`config.mk`:
```
export PLATFORM = sky130hd
export DESIGN_NAME = alu_sequencer
export DESIGN_NICKNAME = d
export VERILOG_FILES = /design/src/rtl/alu_sequencer.sv
export SDC_FILE = /design/constraint.sdc
export NUM_CORES = 1
export LEC_CHECK = 0
export CORE_ASPECT_RATIO = 2
export CORE_MARGIN = 2
export CORE_UTILIZATION = 46
export DETAILED_ROUTE_END_ITERATION = 16
export PLACE_DENSITY = 0.83
export SKIP_CTS_REPAIR_TIMING = 1
export SYNTH_ARGS = -nofsm -noshare
export SYNTH_HDL_FRONTEND = slang
export SYNTH_SLANG_ARGS = --single-unit
```
`constraint.sdc`:
```
create_clock -name clk -period 2.11 [get_ports clk]
set_clock_uncertainty 0.05 [all_clocks]
set_input_delay 0.3165 -clock clk [delete_from_list [all_inputs] [get_ports clk]]
set_output_delay 0.3165 -clock clk [all_outputs]
set_load 0.05 [all_outputs]
```
`src/rtl/alu_sequencer.sv`:
```
// alu_sequencer: multi-cycle command sequencer driving an external n-bit ALU from a small register file
module alu_sequencer #(
  parameter int N = 4,
  parameter int NREG = 4,
  localparam int AW = $clog2(NREG)
) (
  input  logic          clk,
  input  logic          rst_n,
  input  logic          cmd_valid,
  output logic          cmd_ready,
  input  logic [3:0]    cmd_op,
  input  logic [AW-1:0] cmd_rd,
  input  logic [AW-1:0] cmd_ra,
  input  logic [AW-1:0] cmd_rb,
  input  logic          cmd_fin,
  input  logic [N-1:0]  cmd_imm,
  output logic          rsp_valid,
  input  logic          rsp_ready,
  output logic [N-1:0]  rsp_result,
  output logic          rsp_c,
  output logic          rsp_z,
  output logic          rsp_err,
  output logic [N-1:0]  alu_a,
  output logic [N-1:0]  alu_b,
  output logic          alu_flag_in,
  output logic [3:0]    alu_control,
  input  logic [N-1:0]  alu_result,
  input  logic          alu_c,
  input  logic          alu_z
);
  localparam int CW = $clog2(N + 1);
  localparam logic [3:0] OP_ADD = 4'h2;
  localparam logic [3:0] OP_SUB = 4'h6;
  localparam logic [3:0] OP_XOR = 4'h7;
  localparam logic [3:0] OP_SL  = 4'h8;
  localparam logic [3:0] OP_SR  = 4'h9;
  localparam logic [3:0] OP_LDI = 4'hA;
  typedef enum logic [1:0] {S_IDLE, S_EXEC, S_SHIFT, S_RESP} state_t;
  state_t r_state, w_next;
  logic [N-1:0]  r_rf [NREG];
  logic [AW-1:0] r_rd;
  logic [N-1:0]  r_imm;
  logic [CW-1:0] r_cnt;
  logic [N-1:0]  r_res;
  logic          r_c, r_z, r_err, r_rsp_vld;
  logic [N-1:0]  r_alu_a, r_alu_b;
  logic          r_alu_fin;
  logic [3:0]    r_alu_ctl;
  logic          w_accept, w_rsp_done, w_shift, w_illegal, w_shout, w_exec_we, w_exec_c, w_exec_z;
  logic [CW-1:0] w_k;
  logic [N-1:0]  w_exec_res;
  // The ALU operand/control registers double as the captured command: alu_a is opA, later the shift work value
  assign alu_a       = r_alu_a;
  assign alu_b       = r_alu_b;
  assign alu_flag_in = r_alu_fin;
  assign alu_control = r_alu_ctl;
  assign rsp_result  = r_res;
  assign rsp_c       = r_c;
  assign rsp_z       = r_z;
  assign rsp_err     = r_err;
  assign w_accept    = cmd_valid & cmd_ready;
  assign w_rsp_done  = r_rsp_vld & rsp_ready;
  assign w_shift     = (r_alu_ctl == OP_SL) | (r_alu_ctl == OP_SR);
  assign w_illegal   = r_alu_ctl > OP_LDI;
  assign w_k         = (r_alu_b >= N'(N)) ? CW'(N) : r_alu_b[CW-1:0];
  assign w_shout     = (r_alu_ctl == OP_SL) ? r_alu_a[N-1] : r_alu_a[0];
  assign w_exec_res  = w_illegal ? '0 : (r_alu_ctl == OP_LDI) ? r_imm : w_shift ? r_alu_a : alu_result;
  assign w_exec_c    = ((r_alu_ctl == OP_ADD) | (r_alu_ctl == OP_SUB)) & alu_c;
  assign w_exec_z    = w_illegal ? 1'b0 : (r_alu_ctl <= OP_XOR) ? alu_z : ~|w_exec_res;
  assign w_exec_we   = ~w_illegal & ~(w_shift & (w_k != '0));
  // State register
  always_ff @(posedge clk or negedge rst_n) begin
    if (!rst_n) r_state <= S_IDLE;
    else r_state <= w_next;
  end
  // Next-state: a zero-length shift skips SHIFT entirely
  always_comb begin
    w_next = r_state;
    case (r_state)
      S_IDLE:  w_next = w_accept ? S_EXEC : S_IDLE;
      S_EXEC:  w_next = (w_shift && w_k != '0) ? S_SHIFT : S_RESP;
      S_SHIFT: w_next = (r_cnt == CW'(1)) ? S_RESP : S_SHIFT;
      S_RESP:  w_next = w_rsp_done ? S_IDLE : S_RESP;
      default: w_next = S_IDLE;
    endcase
  end
  // Handshake outputs
  always_comb begin
    cmd_ready = r_state == S_IDLE;
    rsp_valid = r_rsp_vld;
  end
  // Datapath: operand capture, execute/shift steps, writeback and response registers
  always_ff @(posedge clk or negedge rst_n) begin
    if (!rst_n) begin
      for (int i = 0; i < NREG; i++) r_rf[i] <= '0;
      r_rd      <= '0;
      r_imm     <= '0;
      r_cnt     <= '0;
      r_res     <= '0;
      r_c       <= 1'b0;
      r_z       <= 1'b0;
      r_err     <= 1'b0;
      r_rsp_vld <= 1'b0;
      r_alu_a   <= '0;
      r_alu_b   <= '0;
      r_alu_fin <= 1'b0;
      r_alu_ctl <= '0;
    end else begin
      r_rsp_vld <= (r_state == S_RESP) & ~w_rsp_done;
      case (r_state)
        S_IDLE: if (w_accept) begin
          r_rd      <= cmd_rd;
          r_imm     <= cmd_imm;
          r_alu_a   <= r_rf[cmd_ra];
          r_alu_b   <= r_rf[cmd_rb];
          r_alu_ctl <= cmd_op;
          r_alu_fin <= cmd_fin;
        end
        S_EXEC: begin
          r_res <= w_exec_res;
          r_c   <= w_exec_c;
          r_z   <= w_exec_z;
          r_err <= w_illegal;
          if (w_exec_we) r_rf[r_rd] <= w_exec_res;
          if (w_shift && w_k != '0) begin
            r_cnt   <= w_k;
            r_alu_b <= N'(1);
          end
        end
        S_SHIFT: begin
          r_alu_a <= alu_result;
          r_c     <= w_shout;
          r_cnt   <= r_cnt - CW'(1);
          if (r_cnt == CW'(1)) begin
            r_res      <= alu_result;
            r_z        <= ~|alu_result;
            r_rf[r_rd] <= alu_result;
          end
        end
        default: ;
      endcase
    end
  end
endmodule
```
After elaboration in Yosys (flattened, before gate mapping)

Cells that the tools add are included.

Multiplexer cells: 37
Reductions and logical operators: 17
Magnitude comparators: 7
Equality and inequality tests: 13
Add/subtract/negate cells: 1
Bitwise gates (word level): 14

Operator list:

| cell                                                                                 | count |
|---|---|
| 4-bit 2-to-1 mux                                                                     | 12 |
| 16-bit bitwise mux                                                                   | 2 |
| 16-bit 2-to-1 mux                                                                    | 2 |
| 16-bit case mux with 2 select lines                                                  | 1 |
| 4-bit case mux with 2 select lines                                                   | 3 |
| 4-bit binary-select mux with 2-bit select                                            | 2 |
| 4-bit == test (second input constant)                                                | 3 |
| 3-bit greater-or-equal comparator (second input constant)                            | 3 |
| 2-bit NOT with 3-bit output                                                          | 3 |
| 4-bit demux with 2-bit select                                                        | 1 |
| 2-bit case mux with 4 select lines                                                   | 1 |
| 2-bit AND reduction                                                                  | 4 |
| 4-bit OR reduction                                                                   | 2 |
| 1-bit 2-to-1 mux                                                                     | 7 |
| 1-bit bitwise AND                                                                    | 6 |
| 3-bit 2-to-1 mux                                                                     | 2 |
| 2-bit inequality test (second input constant)                                        | 3 |
| 3-bit case mux with 2 select lines                                                   | 1 |
| 3-bit AND reduction                                                                  | 2 |
| 2-bit nonzero test                                                                   | 3 |
| 2-bit == test (second input constant)                                                | 2 |
| 4-bit by 2-bit == test with 1-bit output (second input constant)                     | 1 |
| 4-bit by 3-bit == test with 1-bit output (second input constant)                     | 1 |
| 4-bit by 3-bit greater-or-equal comparator with 1-bit output (second input constant) | 1 |
| 15 further kinds                                                                     | 21 |

Bits in registers: 48
Input bits: 25
Logic and storage cells: 106
Output and inout port bits: 22

Logic depth before layout (Yosys ltp)

Depth in word-level cells: 10
Gate-level depth with buffers: 8
Mapped depth without buffers: 7

Worst setup path before layout

Ideal clock, no wire load.

Path type: register -> register
Start point: reg r_alu_b[2] (netlist: alu_b[2])
End point: reg r_rf[10] (netlist name)
Cell stages (with the launch flop): 6
Data required time: 1.935 ns
Path slack: -0.223 ns
Period minus slack after synthesis: 2.333 ns
Path buffers: 0
Library setup time: 0.125 ns
Arrival time: 2.158 ns
Cells stage by stage: dfrtp_1 > or4_4 > a22oi_2 > o21ai_2 > nor3b_4 > mux2_2

Cells in the longest elaborated chain, start to end: 8

Ends and longest elaborated chain:

| element                                                      | line | RTL |
|---|---|---|
| start, declared                                              | 46   | `logic [N-1:0] r_alu_a, r_alu_b;` |
| start signal, assigned                                       | 115  | `r_alu_b <= r_rf[cmd_rb];` |
| 4-bit by 3-bit greater-or-equal comparator with 1-bit output | 65   | `assign w_k = (r_alu_b >= N'(N)) ? CW'(N) : r_alu_b[CW-1:0];` |
| 3-bit 2-to-1 mux (*)                                         | 65   |  |
| 3-bit nonzero test (*)                                       | 70   | `assign w_exec_we = ~w_illegal & ~(w_shift & (w_k != '0));` |
| 1-bit bitwise AND (*)                                        | 70   |  |
| 1-bit NOT (*)                                                | 70   |  |
| 1-bit bitwise AND (*)                                        | 70   |  |
| 2-bit inequality test (no line) (*)                          | -    |  |
| 3-bit AND reduction (no line) (*)                            | -    |  |
| end signal, assigned by index                                | 124  | `if (w_exec_we) r_rf[r_rd] <= w_exec_res;` |
| end signal, assigned by index                                | 137  | `r_rf[r_rd] <= alu_result;` |
| end, declared                                                | 40   | `logic [N-1:0] r_rf [NREG];` |

Every way passes the cells marked *; elsewhere a longest branch is shown, timed or not.
A chain may end at the register's enable or synchronous reset.

Final worst setup path

Start point: reg r_alu_b[0] (netlist: alu_b[0])
End point: reg r_rf[10] (netlist name)

The elaborated chain is that of the path after synthesis.

==> run metrics <==
outcome=complete, but fails checks; failing checks=setup timing; Post-Route WL=6700 um; Max VDD drop=1250 uV; CORE AREA=5420 sq um; Net Sw Power=2.76 mW; Final Power=5.95 mW; Final ANT Viol Nets=0; Max Root-Sink Buffers=2; Req. time, crit path=2260 ps; worst skew pair latency=310 ps; Worst Path Arrival=2270 ps; root buffer cell=clkbuf_8; TritonRoute pass-1 iters=4; final worst-path cycle share=101%; share of cells above drive strength 1=32.3%; startpoint type of the worst setup path=flop; dominant synthesized flop cell=dfrtp_1; clock-pin transition on the worst setup and hold timing paths=90 ps; Congestion Overflow GR=0; CTS tree=done; worst setup margin=-14.8 ps; largest net degree at the start of global routing=49; setup violators final=5; min Tclk post-route=2120 ps; fillers=463; Crit Path Class=reg2reg; RSZ-0062 raised after global routing=true; GP Congestion=0.852; fin util=62.2%; fmax=0.471 GHz; Crit Path Max Fanout=4; overall global routing resource usage=22.4%; vias in the first global route=2229; CP endpoint kind=flop; Mapped Nets=250; post-synth cell types=48; Flop pwr share=31.4%; pin slew with the least headroom to its limit=608 ps; H-tree depth=2; pwr/cell area=1770 nW/um^2; switching share of power=46.4%; I/O pins=47; Post-synth EDFFs=0; Cells after Synth=219; ant diodes=0; leading area contributor after synthesis=dfrtp_1; register area share after synthesis=46.3%; DR vias=2130; Min-Delay Path Class=in2async; top-count cell post-synth=dfrtp_1; DR WL/cell=19.4 um; Die Y=110 um; cell area after synthesis=2590 sq um; commonest cells in the netlist=dfrtp_1, mux2_2, a21oi_1, nand2_1; row cnt=38; die area=6290 sq um; Vias/cell=6.17; first-pass GRT wire length=10600 um; clock power share=9.2%; CTS Buf Count=5; synthesized area per cell=11.8 sq um; P_int=3.19 mW; main area contributors after synthesis=dfrtp_1, mux2_2, mux4_2; flip-flop and latch count after synthesis=48; Hold Fails Final Rpt=0; Nets=315; Area Growth Syn to Fin=29.9%; drc violations=0; Syn. warnings=0; Leak Pwr=1.41 nW; ys async rst share=100%; Comb pwr share=59.4%; max_slew headroom=59.5%; Slew Viols, Final=0; die width=57.1 um; dpl hpwl=5170 um; Max-cap violations=0; initial antenna violation count=0; # clock sinks=48; Yosys top cell area share=46.3%; Starting Density=47.9%; Initial DRC Count=83; port bufs=46
-- per-layer routing --
layer	GRT usage, %	up-vias	part of all wire (%)
li1	-	957	-
met1	22.5	1036	33
met2	42.2	104	57
met3	3.62	33	5.2
met4	13.3	0	4.5
met5	0	-	0
-- placed cells by master (no fill, tap or decap), types with 4 or more instances in the layout --
cell type        netlist  routed
o21ai_0                8       7
dfrtp_2                0       4
inv_1                  9       8
buf_4                  0      25
a21oi_1               13      13
o22ai_1                8       8
mux2_2                31      28
dfrtp_1               48      44
clkbuf_8               0       5
mux4_2                 8       8
nor2_1                 7       7
nand2b_1               4       4
ha_1                   6       4
nand3_1                4       4
nand2_1               10      10
nor3_1                 4       4
clkdlybuf4s50_1        0      41
o22a_1                 4       4
-- path summary, 6_finish.rpt --
kind / startpoint / endpoint / slack (ps) / depth (start not counted)
max: alu_b[0] / r_rf[10] / -10 / 5
min: rst_n / alu_control[3] / 40 / 2
max reg2reg: alu_b[0] / r_rf[10] / -10 / 5
min reg2reg: rsp_err / rsp_err / 460 / 2
max in group asynchronous: rst_n / alu_b[2] / 1520 / 2
min in group clk: rsp_err / rsp_err / 460 / 2
-- stage by stage --
stage	cells	setup TNS, ps	instance area [sq um]	hold WS, ps	setup WS (ps)
3_5_place_dp	337	-26.5	3270	398	-26.5
4_1_cts	345	-53.1	3360	61.4	-53.1
5_1_grt	345	-458	3370	105	-48.3
3_3_place_gp	337	0	3270	390	38.7
6_report	345	-52.7	3370	42.0	-14.8
2_1_floorplan	219	-809	2620	-29.1	-76.5
-- registers in the layout, summed over array words and instances (netlist names) --
register	cells
alu_a	4
alu_b	4
alu_control	4
alu_flag_in	1
r_cnt	3
r_imm	4
r_rd	2
r_rf	16
r_state	2
rsp_c	1
rsp_err	1
rsp_result	4
rsp_valid	1
rsp_z	1
-- worst max-delay path, cell delays in order (launching register included) --
cell and delay (ps):
dfrtp_2 410, or4_4 540, a22oi_2 220, o21ai_4 140
nor3b_4 290, mux2_2 370
-- power groups by stage --
stage	clock network (mW)	registers (mW)	logic, mW
after global routing	0.592	1.91	3.77
after CTS	0.567	1.85	3.53
after global placement	0	1.82	3.40
after detailed placement	0	1.86	3.51
after floorplan	0	2.32	1.84
final	0.547	1.87	3.54
-- kinds of logic (layout without fill, tap and decap cells) --
| logic type | count (synthesis) | in the layout | synth area share (%) |
|---|---|---|---|
| buffers and inverters | 19 | 85 | 2.80 |
| adders and majority gates | 6 | 6 | 2.89 |
| xor gates and xnor gates | 1 | 1 | 0.338 |
| DFF | 48 | 48 | 46.3 |
| AOI/OAI and AO/OA | 55 | 55 | 14.6 |
| muxes | 40 | 40 | 20.8 |
| and+or+nand+nor | 50 | 50 | 12.3 |
-- cell type report --
cell class | instances | area (sq um) | share of cell area (%)
Multi-Input combinational cell | 152 | 1360 | 40.2
Clock buffer | 6 | 72.6 | 2.15
Tap cell | 60 | 75.1 | 2.23
Sequential cell | 48 | 1210 | 35.8
Inverter | 9 | 33.8 | 1.00
Timing Repair Buffer | 68 | 616 | 18.3
Clock inverter | 2 | 12.5 | 0.371
(Power assumes the default switching activity.)
